$ cat config.mk
export PLATFORM = sky130hd
export DESIGN_NAME = vga_scanout
export DESIGN_NICKNAME = d
export VERILOG_FILES = /design/src/rtl/vga_scanout_pkg.sv /design/src/rtl/vga_scanout_timing.sv /design/src/rtl/vga_scanout.sv
export SDC_FILE = /design/constraint.sdc
export NUM_CORES = 1
export LEC_CHECK = 0
export CAP_MARGIN = 10
export CORE_UTILIZATION = 34
export CTS_CLUSTER_DIAMETER = 200
export DETAILED_ROUTE_END_ITERATION = 12
export GPL_ROUTABILITY_DRIVEN = 0
export SLEW_MARGIN = 20
export SYNTH_ARGS = -nofsm -noshare
export SYNTH_HDL_FRONTEND = slang
export SYNTH_SLANG_ARGS = --single-unit
$ cat constraint.sdc
create_clock -name clock -period 2.1 [get_ports clock]
set_clock_uncertainty 0.1 [all_clocks]
set_input_delay 0.525 -clock clock [delete_from_list [all_inputs] [get_ports clock]]
set_output_delay 0.525 -clock clock [all_outputs]
set_load 0.05 [all_outputs]
$ cat src/rtl/vga_scanout_pkg.sv
// vga_scanout_pkg
//   Types and constants shared between the plotter and the VGA scanout.
//   pixel_t      : packed RGBA pixel, 8 bits per channel (r in the MSBs).
//   pos_flags_t  : per-position timing flags carried down the read pipeline.
//   FB_*         : framebuffer geometry and address width.
//   VGA_*        : 640x480@60 timing, used as parameter defaults.
package vga_scanout_pkg;

    localparam int FB_WIDTH  = 640;
    localparam int FB_HEIGHT = 480;
    localparam int FB_ADDR_W = 19;

    localparam int VGA_H_ACTIVE = 640;
    localparam int VGA_H_FP     = 16;
    localparam int VGA_H_SYNC   = 96;
    localparam int VGA_H_BP     = 48;
    localparam int VGA_V_ACTIVE = 480;
    localparam int VGA_V_FP     = 10;
    localparam int VGA_V_SYNC   = 2;
    localparam int VGA_V_BP     = 33;

    localparam int VGA_READ_LATENCY = 1;

    typedef struct packed {
        logic [7:0] r;
        logic [7:0] g;
        logic [7:0] b;
        logic [7:0] a;
    } pixel_t;

    typedef struct packed {
        logic active;  // inside the visible region
        logic hs;      // raw hsync, active-high
        logic vs;      // raw vsync, active-high
        logic first;   // position (0,0)
    } pos_flags_t;

    // Total clocks (or lines) of one timing axis.
    function automatic int axis_total(input int act, input int fp, input int sync, input int bp);
        return act + fp + sync + bp;
    endfunction

endpackage

$ cat src/rtl/vga_scanout_timing.sv
// vga_timing
//   Free-running horizontal/vertical counters and the position flags derived
//   from them (active region, raw hsync/vsync, first pixel).
//   Ports:
//     clock  in  pixel clock
//     reset  in  synchronous, active-high; counters return to (0,0)
//     flags  out pos_flags_t for the current (h_count, v_count)
module vga_timing
    import vga_scanout_pkg::*;
#(
    parameter int H_ACTIVE = VGA_H_ACTIVE,
    parameter int H_FP     = VGA_H_FP,
    parameter int H_SYNC   = VGA_H_SYNC,
    parameter int H_BP     = VGA_H_BP,
    parameter int V_ACTIVE = VGA_V_ACTIVE,
    parameter int V_FP     = VGA_V_FP,
    parameter int V_SYNC   = VGA_V_SYNC,
    parameter int V_BP     = VGA_V_BP
) (
    input  logic       clock,
    input  logic       reset,
    output pos_flags_t flags
);

    localparam int H_TOTAL = axis_total(H_ACTIVE, H_FP, H_SYNC, H_BP);
    localparam int V_TOTAL = axis_total(V_ACTIVE, V_FP, V_SYNC, V_BP);
    localparam int H_W     = $clog2(H_TOTAL);
    localparam int V_W     = $clog2(V_TOTAL);

    localparam logic [H_W-1:0] H_LAST   = H_W'(H_TOTAL - 1);
    localparam logic [V_W-1:0] V_LAST   = V_W'(V_TOTAL - 1);
    localparam logic [H_W-1:0] H_ACT    = H_W'(H_ACTIVE);
    localparam logic [V_W-1:0] V_ACT    = V_W'(V_ACTIVE);
    localparam logic [H_W-1:0] HS_START = H_W'(H_ACTIVE + H_FP);
    localparam logic [H_W-1:0] HS_END   = H_W'(H_ACTIVE + H_FP + H_SYNC);
    localparam logic [V_W-1:0] VS_START = V_W'(V_ACTIVE + V_FP);
    localparam logic [V_W-1:0] VS_END   = V_W'(V_ACTIVE + V_FP + V_SYNC);

    logic [H_W-1:0] h_count;
    logic [V_W-1:0] v_count;

    // NOTE: state registers use non-blocking assignments so every flop samples
    // pre-edge values regardless of process ordering.
    always_ff @(posedge clock) begin
        if (reset) begin
            h_count <= '0;
            v_count <= '0;
        end else if (h_count == H_LAST) begin
            h_count <= '0;
            v_count <= (v_count == V_LAST) ? '0 : v_count + 1'b1;
        end else begin
            h_count <= h_count + 1'b1;
        end
    end

    // NOTE: the whole struct gets a default before field assignments so no
    // bit can hold its old value and infer a latch.
    always_comb begin
        flags        = '0;
        flags.active = (h_count < H_ACT) && (v_count < V_ACT);
        flags.hs     = (h_count >= HS_START) && (h_count < HS_END);
        flags.vs     = (v_count >= VS_START) && (v_count < VS_END);
        flags.first  = (h_count == '0) && (v_count == '0);
    end

endmodule

$ cat src/rtl/vga_scanout.sv
// vga_scanout
//   Streams the framebuffer out as VGA: walks the raster, issues one
//   framebuffer read per visible position, and re-aligns the timing flags with
//   the returned data so pixel/de/hsync/vsync/frame_start leave together,
//   READ_LATENCY+1 clocks after the position was generated.
//   Ports:
//     clock        in  pixel clock
//     reset        in  synchronous, active-high
//     rd_address   out framebuffer read address, row-major
//     rd_en        out read strobe, visible positions only
//     rd_data      in  framebuffer data, READ_LATENCY clocks after rd_address
//     pixel        out output pixel, zero outside the visible region
//     de           out data enable
//     hsync, vsync out sync outputs, polarity set by SYNC_ACTIVE_LOW
//     frame_start  out one-clock pulse with output pixel (0,0)
module vga_scanout
    import vga_scanout_pkg::*;
#(
    parameter int H_ACTIVE        = VGA_H_ACTIVE,
    parameter int H_FP            = VGA_H_FP,
    parameter int H_SYNC          = VGA_H_SYNC,
    parameter int H_BP            = VGA_H_BP,
    parameter int V_ACTIVE        = VGA_V_ACTIVE,
    parameter int V_FP            = VGA_V_FP,
    parameter int V_SYNC          = VGA_V_SYNC,
    parameter int V_BP            = VGA_V_BP,
    parameter int READ_LATENCY    = VGA_READ_LATENCY,
    parameter bit SYNC_ACTIVE_LOW = 1'b1
) (
    input  logic                 clock,
    input  logic                 reset,
    output logic [FB_ADDR_W-1:0] rd_address,
    output logic                 rd_en,
    input  pixel_t               rd_data,
    output pixel_t               pixel,
    output logic                 de,
    output logic                 hsync,
    output logic                 vsync,
    output logic                 frame_start
);

    localparam logic [FB_ADDR_W-1:0] ADDR_LAST = FB_ADDR_W'(H_ACTIVE * V_ACTIVE - 1);

    pos_flags_t pos;
    pos_flags_t dly [READ_LATENCY];
    pos_flags_t tail;

    vga_timing #(
        .H_ACTIVE (H_ACTIVE),
        .H_FP     (H_FP),
        .H_SYNC   (H_SYNC),
        .H_BP     (H_BP),
        .V_ACTIVE (V_ACTIVE),
        .V_FP     (V_FP),
        .V_SYNC   (V_SYNC),
        .V_BP     (V_BP)
    ) u_timing (
        .clock (clock),
        .reset (reset),
        .flags (pos)
    );

    // The counters already sit at (0,0) while reset is held; gating keeps the
    // bus quiet until the first clock after release.
    assign rd_en = pos.active & ~reset;

    // Running address instead of v*H_ACTIVE+h: visible positions are visited
    // in row-major order, so a +1 per read is exact. It holds through blanking
    // and wraps after the last visible pixel of the frame.
    always_ff @(posedge clock) begin
        if (reset) begin
            rd_address <= '0;
        end else if (pos.active) begin
            rd_address <= (rd_address == ADDR_LAST) ? '0 : rd_address + 1'b1;
        end
    end

    // Flags travel alongside the read so they meet rd_data in the same cycle.
    // NOTE: the delay line is reset (unlike a data RAM) because its contents
    // drive de/frame_start directly; stale entries would leak after reset.
    always_ff @(posedge clock) begin
        if (reset) begin
            for (int i = 0; i < READ_LATENCY; i++) begin
                dly[i] <= '0;
            end
        end else begin
            dly[0] <= pos;
            for (int i = 1; i < READ_LATENCY; i++) begin
                dly[i] <= dly[i-1];
            end
        end
    end

    assign tail = dly[READ_LATENCY-1];

    always_ff @(posedge clock) begin
        if (reset) begin
            pixel       <= '0;
            de          <= 1'b0;
            hsync       <= SYNC_ACTIVE_LOW;
            vsync       <= SYNC_ACTIVE_LOW;
            frame_start <= 1'b0;
        end else begin
            pixel       <= tail.active ? rd_data : '0;
            de          <= tail.active;
            hsync       <= tail.hs ^ SYNC_ACTIVE_LOW;
            vsync       <= tail.vs ^ SYNC_ACTIVE_LOW;
            frame_start <= tail.first;
        end
    end

endmodule
==> results of run 1 <==
per-stage QoR:
| step | setup slack, ns | instance area (um2) | cells | setup TNS [ns] | power [W] |
|---|---|---|---|---|---|
| 2_1_floorplan | 0.00864 | 3120 | 325 | 0 | 0.00177 |
| 3_3_place_gp | 0.0293 | 4170 | 526 | 0 | 0.00193 |
| 3_5_place_dp | 0.0333 | 4170 | 526 | 0 | 0.00193 |
| 4_1_cts | -0.0321 | 4340 | 542 | -0.0321 | 0.00294 |
| 5_1_grt | -0.0876 | 4410 | 545 | -0.0876 | 0.00303 |
| 6_report | 0.00146 | 4410 | 545 | 0 | 0.00289 |
power by group through the flow:
stage	combinational [W]	clock, W	sequential [W]
after global routing	0.000345	0.00113	0.00156
after floorplan	0.0000672	0	0.00171
after global placement	0.000334	0	0.00159
final	0.000324	0.00101	0.00155
after detailed placement	0.000337	0	0.00159
after CTS	0.000330	0.00106	0.00156
flip-flops by register name (all words and copies together) (netlist names):
register          cells
pixel                32
rd_address           19
hsync                 1
u_timing.h_count     10
u_timing.v_count     10
vsync                 1
de                    1
frame_start           1
dly                   4
area by class of cell:
type,count,share of cell area
clock inverters,7,0.0122
flip-flops and latches,79,0.361
repair buffers,111,0.234
inverters,10,0.00851
clock buffers,9,0.0281
well taps,108,0.0306
multi-input cells,221,0.326
how the worst max path moves through the flow:
| stage | cells after the start | end | slack [ns] | start |
|---|---|---|---|---|
| 5_1_grt | 4 | rd_en | -0.09 | u_timing.h_count[7]$_SDFF_PP0_ |
| 6_report | 4 | rd_en | 0.001 | u_timing.h_count[7]$_SDFF_PP0_ |
| 3_5_place_dp | 3 | rd_en | 0.03 | reset |
| 4_1_cts | 4 | rd_en | -0.03 | u_timing.h_count[7]$_SDFF_PP0_ |
| 3_3_place_gp | 3 | rd_en | 0.03 | reset |
| 2_1_floorplan | 4 | rd_address[9]$_SDFFE_PP0P_ | 0.009 | rd_address[3]$_SDFFE_PP0P_ |
logic make-up (layout without fill, tap and decap cells):
logic type,count (synthesis),in the layout,share of synthesized area
xor gates and xnor gates,17,17,0.0480
AOI/OAI and AO/OA,40,40,0.0767
and+or+nand+nor,156,156,0.299
DFF,79,79,0.510
adders and majority gates,5,5,0.0202
buffers and inverters,25,137,0.0363
muxes,3,3,0.00969
critical path, cell delays in order (launching register included):
cell	delay [ns]
dfxtp_1	0.38
o21ai_2	0.22
nand2_2	0.17
nor3_4	0.20
buf_12	0.17
metal layers:
metal	wire length, um	track usage
met5	0	0
met1	3610	0.210
met3	442	0.0410
met4	140	0.0701
met2	3440	0.251
repair_timing:
action,CTS,global route
buffers inserted,0,3
gates cloned,0,0
gates resized for setup,18,17
pin swaps,0,2
endpoints found under the hold margin,0,0
endpoints found under the setup margin,17,23
placed cells by master (no fill, tap or decap), drive strengths merged, types with 4 or more instances in the layout:
cell / count
a21oi: 17
and2: 33
and3: 4
and4: 5
buf: 48
clkbuf: 9
clkdlybuf4s50: 33
dfxtp: 79
dlygate4sd2: 16
dlymetal6s2s: 14
ha: 5
inv: 13
nand2: 15
nand3: 8
nand4: 15
nor2: 27
nor3: 11
nor4: 4
o21ai: 10
o31ai: 6
or3: 10
or4: 8
xnor2: 9
xor2: 8
==> impl_metrics.env, run 1 <==
export IMPL_path_clk_slew_ns=0.08
export IMPL_internal_power_w=0.00212
export IMPL_status="finished clean"
export IMPL_final_nets=471
export IMPL_combPwrFrac=0.112
export IMPL_pin_count=90
export IMPL_maxCapViolations=0
export IMPL_hold_violations=0
export IMPL_die_x_um=97.5
export IMPL_viasPerCell=4.99
export IMPL_hold_start="dly[0][2]$_SDFF_PP0_"
export IMPL_layout_drive_gt1_share=0.195
export IMPL_drv_slew=0
export IMPL_ant_nets=0
export IMPL_synth_nets=364
export IMPL_die_area_mm2=0.00951
export IMPL_via_count=2721
export IMPL_period_minus_slack_ns=2.10
export IMPL_synth_ff_type="dfxtp_1"
export IMPL_drtIter0Drc=87
export IMPL_clockRootBuffer="clkbuf_8"
export IMPL_fmax_ghz=0.477
export IMPL_clk_latency_ns=0.34
export IMPL_grt_max_degree=34
export IMPL_p_sw_frac=0.268
export IMPL_firstDrtPassIters=4
export IMPL_yosys_warnings=0
export IMPL_ir_drop_mv=0.255
export IMPL_whs_endpoint="hsync$_SDFF_PP1_"
export IMPL_power_density_mw_per_mm2=655
export IMPL_num_rows=34
export IMPL_clock_sinks=79
export IMPL_synth_ff_latch_count=79
export IMPL_avgSynthCellArea_um2=9.54
export IMPL_grt_overflow_total=0
export IMPL_fillers=838
export IMPL_wl_per_cell_um=14.0
export IMPL_r2r_end="u_timing.v_count[9]$_SDFFE_PP0N_"
export IMPL_required_ns=1.47
export IMPL_r2r_start="u_timing.h_count[7]$_SDFF_PP0_"
export IMPL_synth_edff_count=0
export IMPL_clk_path_buf_depth=2
export IMPL_numCtsBuffers=9
export IMPL_grt_pass1_wl_um=12300
export IMPL_initial_utilization=0.354
export IMPL_r2r_slack_ns=0.09
export IMPL_cts_htree_levels=3
export IMPL_worstPathArrival_ns=1.47
export IMPL_synth_area_leaders="dfxtp_1 51%, and2_1 6.7%, nor2_1 3.3%"
export IMPL_start_kind="flop"
export IMPL_regArea_mm2=0.00159
export IMPL_grt_pass1_vias=2502
export IMPL_holdCritPathClass="flop to flop"
export IMPL_netlist_area_leader_share=0.510
export IMPL_rsz0062_at_grt="true"
export IMPL_cts_tree="done"
export IMPL_setup_viol=0
export IMPL_cts_hold_buffers=0
export IMPL_synthTopCellsByCount="79 x dfxtp_1, 33 x and2_1, 27 x nor2_1, 17 x a21oi_1, 15 x nand2_1"
export IMPL_clockPowerShare=0.349
export IMPL_ys_types=41
export IMPL_fin_crit_sh=0.999
export IMPL_critPathCaptureType="output pin"
export IMPL_worstSetupPathType="flop to output pin"
export IMPL_portBuffers=89
export IMPL_grt_use_total=0.161
export IMPL_rr_worst_depth=5
export IMPL_switching_power_w=0.000773
export IMPL_antenna_cells=0
export IMPL_syn_inst=325
export IMPL_cp_max_fo=7
export IMPL_yosysMostFrequentCell="dfxtp_1"
export IMPL_hpwlAfterDp_um=5630
export IMPL_cellLeakagePower_nw=1.95
export IMPL_relSlewSlack=0.659
export IMPL_final_util=0.503
export IMPL_hold_depth=1
export IMPL_worst_slew_pin_slew_ns=0.510
export IMPL_seqPwrFrac=0.538
export IMPL_die_y_um=97.5
export IMPL_core_area_mm2=0.00876
export IMPL_yosys_area_top_type="dfxtp_1"
export IMPL_synthToLayoutAreaGrowth_pct=42.2
export IMPL_antenna_found_initial=0
export IMPL_multi_input_area_mm2=0.00144
export IMPL_wl_um=7630
export IMPL_fin_hold_ws_ns=0.317
export IMPL_seq_area_frac_synth=0.510
export IMPL_drc_errors=0
export IMPL_async_flop_share=0
export IMPL_synth_cell_area_mm2=0.00310
No activity file was read; power rests on OpenSTA's default activity.
==> run 2: changes to the inputs <==
- HOLD_SLACK_MARGIN: not set -> 0.06
- MAX_ROUTING_LAYER: not set -> met4
==> run 2 against run 1 <==
Compared with the run above: cell count unchanged; clock-buffer cell count unchanged; worst hold slack about the same; wire length decreased by 0.21%; combinational power about the same; fmax increased by 1.0%; power about the same; sequential power about the same; sequential share of layout area about the same; utilization increased by 0.071 points; clock power about the same; worst setup slack improved by 0.021 ns.
==> impl_metrics.env, run 2 (same netlist as run 1, synthesis figures left out) <==
export IMPL_initial_utilization=0.354
export IMPL_ant_nets=0
export IMPL_pin_count=90
export IMPL_clockPowerShare=0.350
export IMPL_critPathBufInv=3
export IMPL_seqPwrFrac=0.538
export IMPL_top_regs="pixel: 32 flops, rd_address: 19 flops"
export IMPL_worst_slew_pin_slew_ns=0.510
export IMPL_critPathCaptureType="output pin"
export IMPL_clk_latency_ns=0.34
export IMPL_required_ns=1.47
export IMPL_largest_reg_flops=32
export IMPL_clockRootBuffer="clkbuf_8"
export IMPL_period_minus_slack_ns=2.08
export IMPL_grt_max_degree=34
export IMPL_grt_overflow_total=0
export IMPL_crit_chain="buf_4, inv_1, nand2_4, nor3_4, buf_12"
export IMPL_cp_max_fo=7
export IMPL_drv_slew=0
export IMPL_stdcell_count=545
export IMPL_die_x_um=97.5
export IMPL_cts_htree_levels=3
export IMPL_cts_hold_buffers=0
export IMPL_num_rows=34
export IMPL_p_sw_frac=0.268
export IMPL_antenna_cells=0
export IMPL_cp_slowest_cell="dfxtp_1"
export IMPL_fin_crit_sh=0.989
export IMPL_path_delay_family="buffers and inverters"
export IMPL_grt_use_total=0.165
export IMPL_clock_sinks=79
export IMPL_path_clk_slew_ns=0.08
export IMPL_grt_pass1_wl_um=12300
export IMPL_layout_drive_gt1_share=0.197
export IMPL_worstPathArrival_ns=1.45
export IMPL_clk_path_buf_depth=2
export IMPL_drc_errors=0
export IMPL_portBuffers=89
export IMPL_relSlewSlack=0.659
export IMPL_synthToLayoutAreaGrowth_pct=42.4
export IMPL_cellLeakagePower_nw=1.95
export IMPL_holdCritPathClass="flop to flop"
export IMPL_worstSetupPathType="flop to output pin"
export IMPL_antenna_found_initial=0
export IMPL_die_y_um=97.5
export IMPL_wl_per_cell_um=14.0
export IMPL_viasPerCell=4.99
export IMPL_rsz0062_at_grt="true"
export IMPL_ir_drop_mv=0.255
export IMPL_power_density_mw_per_mm2=654
export IMPL_internal_power_w=0.00212
export IMPL_r2r_slack_ns=0.12
export IMPL_numCtsBuffers=9
export IMPL_maxCapViolations=0
export IMPL_slowest_delay_ns=0.38
export IMPL_drtIter0Drc=90
export IMPL_setup_viol=0
export IMPL_final_nets=471
export IMPL_largest_register="pixel"
export IMPL_grt_pass1_vias=2507
export IMPL_fmax_ghz=0.481
export IMPL_firstDrtPassIters=4
export IMPL_die_area_mm2=0.00951
export IMPL_final_cell_mix="71 x dfxtp_1, 46 x buf_4, 33 x and2_1, 33 x clkdlybuf4s50_1, 27 x nor2_1"
export IMPL_hold_violations=0
export IMPL_final_common_cell="dfxtp_1"
export IMPL_cts_tree="done"
export IMPL_status="finished clean"
export IMPL_start_kind="flop"
export IMPL_p_total_w=0.00289
export IMPL_switching_power_w=0.000774
export IMPL_via_count=2717
export IMPL_core_area_mm2=0.00876
export IMPL_placedCellCount=526
export IMPL_hpwlAfterDp_um=5630
export IMPL_wl_um=7620
export IMPL_fillers=838
export IMPL_combPwrFrac=0.112
## run 2: final timing paths
path / from / endpoint / depth (start not counted)
worst max-delay path: u_timing.v_count[9]$_SDFFE_PP0N_ / rd_en / 5
worst min-delay path: dly[0][2]$_SDFF_PP0_ / hsync$_SDFF_PP1_ / 1
worst max register to register: u_timing.h_count[7]$_SDFF_PP0_ / rd_address[14]$_SDFFE_PP0P_ / 6
worst min register to register: dly[0][2]$_SDFF_PP0_ / hsync$_SDFF_PP1_ / 1
## run 2: layout make-up
| cell class | instances | area, um2 | share of cell area |
|---|---|---|---|
| Multi-Input combinational cell | 221 | 1440 | 0.327 |
| Sequential cell | 79 | 1590 | 0.360 |
| Inverter | 10 | 37.5 | 0.00850 |
| Tap cell | 108 | 135 | 0.0306 |
| Clock inverter | 7 | 53.8 | 0.0122 |
| Timing Repair Buffer | 111 | 1030 | 0.233 |
| Clock buffer | 9 | 124 | 0.0281 |
## run 2: power groups by stage
stage	Combinational (W)	Sequential [W]	Clock (W)
6_report	0.000324	0.00155	0.00101
5_1_grt	0.000345	0.00156	0.00113
4_1_cts	0.000330	0.00156	0.00106
3_5_place_dp	0.000337	0.00159	0
3_3_place_gp	0.000334	0.00159	0
2_1_floorplan	0.0000672	0.00171	0
## run 2: metal layers
| layer | part of all wire | vias up | GRT usage |
|---|---|---|---|
| met2 | 0.45 | 80 | 0.251 |
| met4 | 0.018 | 0 | 0.0701 |
| met5 | 0 | - | - |
| met3 | 0.055 | 12 | 0.0410 |
| li1 | - | 1362 | - |
| met1 | 0.47 | 1263 | 0.209 |
## run 2: per-stage QoR
stage	setup TNS [ns]	utilization	worst slack (ns)	hold WS (ns)	area (um2)
after floorplan	0	-	0.00864	0.252	3120
after global placement	0	0.476	0.0293	0.301	4170
after detailed placement	0	0.476	0.0333	0.295	4170
after CTS	-0.0321	0.495	-0.0321	0.320	4340
after global routing	-0.0440	0.504	-0.0440	0.341	4420
final	0	0.504	0.0224	0.316	4420
## run 2: what timing repair did
item                       CTS  global route
buffers inserted             0             3
hold endpoints to repair     0             0
setup endpoints to repair   17            23
gates resized for setup     18            19
pin swaps                    0             2
==> run 3: changes to the inputs <==
- SLEW_MARGIN: 20 -> not set
==> results of run 3 <==
Same layout as run 2: the final DEF is identical, and so are final timing and power.
